===== config.mk =====
export PLATFORM = sky130hd
export DESIGN_NAME = osd_spi_tx
export DESIGN_NICKNAME = d
export VERILOG_FILES = /design/src/rtl/osd_spi_tx.sv
export SDC_FILE = /design/constraint.sdc
export NUM_CORES = 1
export LEC_CHECK = 0
export BUFFER_PORTS_ARGS = -buffer_cell sky130_fd_sc_hd__buf_2
export CORE_MARGIN = 5
export CORE_UTILIZATION = 29
export DETAILED_ROUTE_END_ITERATION = 7
export SLEW_MARGIN = 15
export SYNTH_ARGS = -nofsm -noshare
export SYNTH_HDL_FRONTEND = slang
export SYNTH_SLANG_ARGS = --single-unit
export TNS_END_PERCENT = 20

===== constraint.sdc =====
create_clock -name pclk -period 2.3 [get_ports pclk]
set_clock_uncertainty 0.05 [all_clocks]
set_input_delay 0.46 -clock pclk [delete_from_list [all_inputs] [get_ports pclk]]
set_output_delay 0.46 -clock pclk [all_outputs]
set_load 0.005 [all_outputs]

===== src/rtl/osd_spi_tx.sv =====
// SPI master for the OSD command link: sends enable/disable and line-write commands with pixel payload.
// Optional OSD_SPI_TX_FILL_EN adds cmd_fill/fill_byte so a write line can be sent with one repeated byte.
module osd_spi_tx #(
  parameter int unsigned CLK_DIV = 2
) (
  input  logic       pclk,
  input  logic       rst_n,
  input  logic       cmd_valid,
  output logic       cmd_ready,
  input  logic       cmd_op,
  input  logic [2:0] cmd_arg,
  input  logic [8:0] cmd_len,
  input  logic [7:0] data,
  input  logic       data_valid,
  output logic       data_ready,
  output logic       busy,
  output logic       sck,
  output logic       ss,
  output logic       sdi
`ifdef OSD_SPI_TX_FILL_EN
  ,
  input  logic       cmd_fill,
  input  logic [7:0] fill_byte
`endif
);

  localparam logic [8:0] DIV_LAST = 9'(CLK_DIV - 1);
  localparam logic [8:0] GAP_LAST = 9'(2 * CLK_DIV - 1);

  typedef enum logic [2:0] {
    S_IDLE,
    S_SHIFT,
    S_LOAD,
    S_TAIL,
    S_GAP
  } state_t;

  state_t     state;
  logic [7:0] shreg;
  logic [2:0] bit_cnt;
  logic [8:0] div_cnt;
  logic [8:0] rem;

  logic       accept;
  logic [7:0] cmd_byte;
  logic [8:0] len_next;
  logic [7:0] load_byte;
  logic       fill_q;
  logic [7:0] fill_byte_q;

  assign accept = cmd_valid && cmd_ready;
  assign busy   = !cmd_ready;

  // NOTE: combinational blocks assign every output a default first so no latch is inferred.
  always_comb begin
    cmd_byte = {5'b01000, 2'b00, cmd_arg[0]};
    len_next = 9'd0;
    if (cmd_op) begin
      cmd_byte = {5'b00100, cmd_arg};
      len_next = (cmd_len > 9'd256) ? 9'd256 : cmd_len;
    end
  end

`ifdef OSD_SPI_TX_FILL_EN
  always_ff @(posedge pclk or negedge rst_n) begin
    if (!rst_n) begin
      fill_q      <= 1'b0;
      fill_byte_q <= 8'h00;
    end else if (accept) begin
      fill_q      <= cmd_fill && cmd_op;
      fill_byte_q <= fill_byte;
    end
  end
`else
  assign fill_q      = 1'b0;
  assign fill_byte_q = 8'h00;
`endif

  assign load_byte = fill_q ? fill_byte_q : data;

  // NOTE: sequential state uses non-blocking assignments so every register sees pre-edge values.
  always_ff @(posedge pclk or negedge rst_n) begin
    if (!rst_n) begin
      state      <= S_IDLE;
      cmd_ready  <= 1'b1;
      data_ready <= 1'b0;
      sck        <= 1'b0;
      ss         <= 1'b1;
      sdi        <= 1'b0;
      shreg      <= 8'h00;
      bit_cnt    <= 3'd0;
      div_cnt    <= 9'd0;
      rem        <= 9'd0;
    end else begin
      case (state)
        S_IDLE: begin
          if (accept) begin
            cmd_ready <= 1'b0;
            ss        <= 1'b0;
            sck       <= 1'b0;
            sdi       <= cmd_byte[7];
            shreg     <= cmd_byte;
            rem       <= len_next;
            bit_cnt   <= 3'd0;
            div_cnt   <= 9'd0;
            state     <= S_SHIFT;
          end
        end

        S_SHIFT: begin
          if (div_cnt == DIV_LAST) begin
            div_cnt <= 9'd0;
            if (!sck) begin
              sck <= 1'b1;
            end else begin
              sck <= 1'b0;
              if (bit_cnt == 3'd7) begin
                // sdi holds bit0 across LOAD so a stalled link shows no data change.
                bit_cnt <= 3'd0;
                if (rem != 9'd0) begin
                  data_ready <= !fill_q;
                  state      <= S_LOAD;
                end else begin
                  state <= S_TAIL;
                end
              end else begin
                bit_cnt <= bit_cnt + 3'd1;
                shreg   <= {shreg[6:0], 1'b0};
                sdi     <= shreg[6];
              end
            end
          end else begin
            div_cnt <= div_cnt + 9'd1;
          end
        end

        S_LOAD: begin
          if (fill_q || (data_ready && data_valid)) begin
            data_ready <= 1'b0;
            shreg      <= load_byte;
            sdi        <= load_byte[7];
            rem        <= rem - 9'd1;
            div_cnt    <= 9'd0;
            state      <= S_SHIFT;
          end
        end

        S_TAIL: begin
          if (div_cnt == DIV_LAST) begin
            div_cnt <= 9'd0;
            ss      <= 1'b1;
            state   <= S_GAP;
          end else begin
            div_cnt <= div_cnt + 9'd1;
          end
        end

        S_GAP: begin
          if (div_cnt == GAP_LAST) begin
            div_cnt   <= 9'd0;
            cmd_ready <= 1'b1;
            state     <= S_IDLE;
          end else begin
            div_cnt <= div_cnt + 9'd1;
          end
        end

        default: begin
          state     <= S_IDLE;
          cmd_ready <= 1'b1;
          ss        <= 1'b1;
          sck       <= 1'b0;
        end
      endcase
    end
  end

endmodule


**After elaboration in Yosys (flattened, before gate mapping)**

Cells that the tools add are included.

- Output and inout port bits: 6
- Bits in registers: 36

- Multiplexer cells: 51
- Equal/unequal tests: 16
- $lt $le $gt $ge: 1
- $add $sub $neg: 3
- Reduce and logical (&&, ||, !) cells: 23
- Bitwise gates (word level): 3

Operators with widths:

| cell | count |
|---|---|
| $mux W9 | 8 |
| $mux W7 | 6 |
| $pmux W9 S4 | 1 |
| $mux W3 | 11 |
| $pmux W7 S3 | 1 |
| $ne A2 B2 Y1 const B | 9 |
| $pmux W9 S2 | 1 |
| $mux W1 | 16 |
| $pmux W3 S5 | 1 |
| $reduce_and A3 Y1 | 5 |
| $pmux W1 S3 | 4 |
| $reduce_and A6 Y1 | 2 |
| $add A9 B1 Y9 const B | 1 |
| $eq A9 B1 Y1 const B | 1 |
| $eq A9 B2 Y1 const B | 1 |
| $gt A9 B9 Y1 const B | 1 |
| $reduce_bool A9 Y1 | 1 |
| $reduce_or A3 Y1 | 3 |
| $sub A9 B1 Y9 const B | 1 |
| $reduce_and A7 Y1 | 1 |
| $eq A3 B2 Y1 const B | 2 |
| $eq A3 B3 Y1 const B | 2 |
| $pmux W3 S2 | 1 |
| $reduce_bool A2 Y1 | 3 |
| other kinds (11) | 14 |

**Logic depth before layout (Yosys ltp)**

- Depth after elaboration: 6
- Mapped depth: 6
- Depth with buffers taken out: 6

**Worst setup path after synthesis**

No wires, ideal clock.

- Path type: flip-flop to flip-flop
- Start: register div_cnt[1]
- End: register sdi
- Clock period less this slack: 2.234 ns
- Data arrival time: 2.060 ns
- Slack: 0.066 ns
- Stages on the path, launching flop included: 7
- Data required time: 2.125 ns
- Cells stage by stage: dfrtp_1 inv_1 ha_1 nor4b_4 a31oi_1 a2111oi_4 mux2_2

- Word-level cells in the longest chain between the ends: 3

Ends and longest elaborated chain:

| element | line | text |
|---|---|---|
| start: declaration | 41 | `logic [8:0] div_cnt;` |
| start signal: assignment | 133 | `div_cnt <= div_cnt + 9'd1;` |
| start signal: assignment | 154 | `div_cnt <= div_cnt + 9'd1;` |
| start signal: assignment | 164 | `div_cnt <= div_cnt + 9'd1;` |
| $eq A9 B1 Y1 | 111 | `if (div_cnt == DIV_LAST) begin` |
| $ne A2 B2 Y1 (no source line) | - |  |
| $reduce_and A6 Y1 (no source line) | - |  |
| end signal: assignment | 101 | `sdi <= cmd_byte[7];` |
| end signal: assignment | 129 | `sdi <= shreg[6];` |
| end signal: assignment | 141 | `sdi <= load_byte[7];` |
| end: declaration | 19 | `output logic sdi` |

Every way passes these cells.
A chain may end at the register's enable or synchronous reset.

**Worst setup path after layout**

- Start: register div_cnt[3]
- End: register shreg[0]

- Word-level cells in the longest chain between the ends: 3

Ends and longest elaborated chain:

| element | line | text |
|---|---|---|
| $eq A9 B1 Y1 | 111 |  |
| $ne A2 B2 Y1 (no source line) | - |  |
| $reduce_and A6 Y1 (no source line) | - |  |
| end signal: assignment | 102 | `shreg <= cmd_byte;` |
| end signal: assignment | 128 | `shreg <= {shreg[6:0], 1'b0};` |
| end signal: assignment | 140 | `shreg <= load_byte;` |
| end: declaration | 39 | `logic [7:0] shreg;` |

Every way passes these cells.

==> results.tsv <==
metric	value	unit
Slew Limit Fails	0	
Synth area leaders	dfrtp_1, o21ai_0, nand2_1	
Hold Path Class	in2async	
Slew headroom	0.369	
core box area	0.00733	mm2
vias in the first global route	1992	
height of the chip	97.2	um
Post-Syn Instances	241	
footprint of the multi-input gates	0.00124	mm2
number of flops mapped to enable cells by yosys	0	
initial antenna violation count	0	
DP Wirelength	3880	um
PostCTS Resize Cnt	0	
crit path launch type	flop	
simple-gate area share of the yosys netlist	0.217	
Setup crit start	div_cnt[3]	
FILL cells	734	
Worst-path clk slew	0.08	ns
final hold vios	0	
drt first-iter violations	97	
IO Count	31	
Port Buffer Count	30	
Mapped Area	0.00221	mm2
P&R area growth vs syn	21.9	%
mean post-synth cell area	9.16	um2
clock sinks	36	
# DRC	0	
post-route cell area	0.00269	mm2
Crit path required time	2.42	ns
crit path max fanout	11	
CTS H-tree depth	2	
DRT Pass-1 Iters	4	
site row count	31	
root cell of the clock tree	clkbuf_8	
quantity of hold-fixing buffers added after cts	0	
Yosys top cell area share	0.385	
TritonCTS clock tree	done	
synth cell count leaders	dfrtp_1, nand2_1, o21ai_0	
Placer Congestion	0.764	
crit end category	flop	
largest family of logic cells by synthesized area	compound AO/OA/AOI/OAI gates	
Final Setup Violations	0	
largest net degree at the start of global routing	37	
max-cap violations	0	
mux share of post-synthesis cell area	0.0448	
via count	1980	
most numerous cell in the Yosys netlist	dfrtp_1	
worst-skew pair later-pin latency	0.29	ns
peak supply drop	0.261	mV
final worst-path cycle share	0.925	
Initial Util	0.301	
setup TNS	0	ns
remaining global-route overflow	0	
Synth Flop Type	dfrtp_1	
YS warnings	0	
Synth Area in Adders	0.0283	
WL final	5330	um
Fin Hold WS	0.218	ns
CTS Buffer Depth	2	
Distinct cells, synth	51	
chip width	97.2	um
DP Cell Count	376	
antenna viol nets, final	0	
unrepaired setup endpoints after global routing	false	
CTS Buf Count	5	
FMAX	470	MHz
complex-gate fraction of the synthesized area	0.267	
area of the die	0.00946	mm2
Seq cells post-synth	36	
reg2reg start	div_cnt[3]	
post-DR wirelength/cell	13.9	um
status	finished, final reports clean	
Pwr per Cell Area	1200	mW/mm2
WS Path Type	reg2reg	
final net count	314	
minimum clock period	2.13	ns
antenna cells	0	
total track usage	0.116	
asr flop ratio synth	1.00	
final cell count without fillers	384	
setup bufs post-CTS	0	
Least-Margin Pin Slew	0.945	ns
sequential share of the synthesized area	0.409	
placed instance area	0.00258	mm2
Worst Path Arrival	2.25	ns
layout cells sized above 1	0.249	
Lkg Pwr	1.15	nW
FF+latch area	903	um2
Synth area leader	dfrtp_1	
Vias/cell	5.16	
first-pass GRT wire length	9290	um
Post-Synthesis Net Count	271	
Synth Area in XOR/XNOR	0	
layout by cell type, fill, tap and decap left out, types with 3 or more instances in the layout:
master,count
dfrtp_1,34
nand3_1,11
buf_4,15
a32oi_1,3
nor3_1,7
a2bb2oi_1,6
a211oi_1,4
a31oi_1,6
inv_1,9
buf_2,30
nor2_1,15
mux2_2,7
a21oi_1,12
a22o_1,5
o21ai_0,22
o22ai_1,7
clkbuf_8,5
nor4_1,3
nand2_1,26
ha_1,5
worst paths after layout:
path,endpoint,slack [ns],depth (start not counted)
worst max-delay path,shreg[0],0.17,6
worst min-delay path,rem[6],0.22,1
worst max register to register,shreg[0],0.17,6
worst min register to register,shreg[6],0.46,1
max in group asynchronous,div_cnt[0],1.45,1
min in group pclk,data_ready,0.33,2
through the flow:
| stage | setup slack, ns | total power [mW] | util |
|---|---|---|---|
| global route | 0.00959 | 3.51 | 0.367 |
| floorplan | 0.0657 | 2.16 | - |
| global placement | 0.193 | 2.64 | 0.352 |
| finish | 0.172 | 3.22 | 0.367 |
| CTS | 0.130 | 3.24 | 0.366 |
| detailed placement | 0.160 | 2.67 | 0.352 |
power by group:
group | internal, mW | total (mW) | leakage [nW] | switching (mW)
Clock | 0.322 | 0.552 | 0.0552 | 0.231
Combinational | 0.741 | 1.49 | 0.664 | 0.750
Sequential | 0.891 | 1.18 | 0.432 | 0.288
Total | 1.95 | 3.22 | 1.15 | 1.27
metal layers:
metal  up-vias  GRT usage  wire length [um]
met1       933      0.161              2680
li1       1006          -                 -
met5         -          0                 0
met3         7     0.0201               205
met4         0     0.0383                76
met2        34      0.182              2370
critical path, stage by stage (launching register included):
cell and delay, ns:
dfrtp_1 0.44, nor4_2 0.28, buf_4 0.20, a31oi_1 0.14
a2111oi_4 0.33, buf_4 0.22, mux2_2 0.35
area by class of cell:
cell class              instances  area share
multi-input cells             186       0.461
flip-flops and latches         36       0.336
repair buffers                 46       0.105
well taps                      99      0.0460
clock buffers                   6      0.0270
clock inverters                 2      0.0130
inverters                       9      0.0126
cell families (layout without fill, tap and decap cells):
logic type,after synthesis,count (layout)
mux,9,9
simple gates,88,88
buf+inv,19,63
compound gates,84,84
flops,36,36
fa+ha+maj,5,5
state kept, by name (all words and copies together) (netlist names):
signal      count
div_cnt         9
rem             9
shreg           7
bit_cnt         3
state           3
cmd_ready       1
data_ready      1
sck             1
sdi             1
ss              1
(Power assumes the default switching activity.)
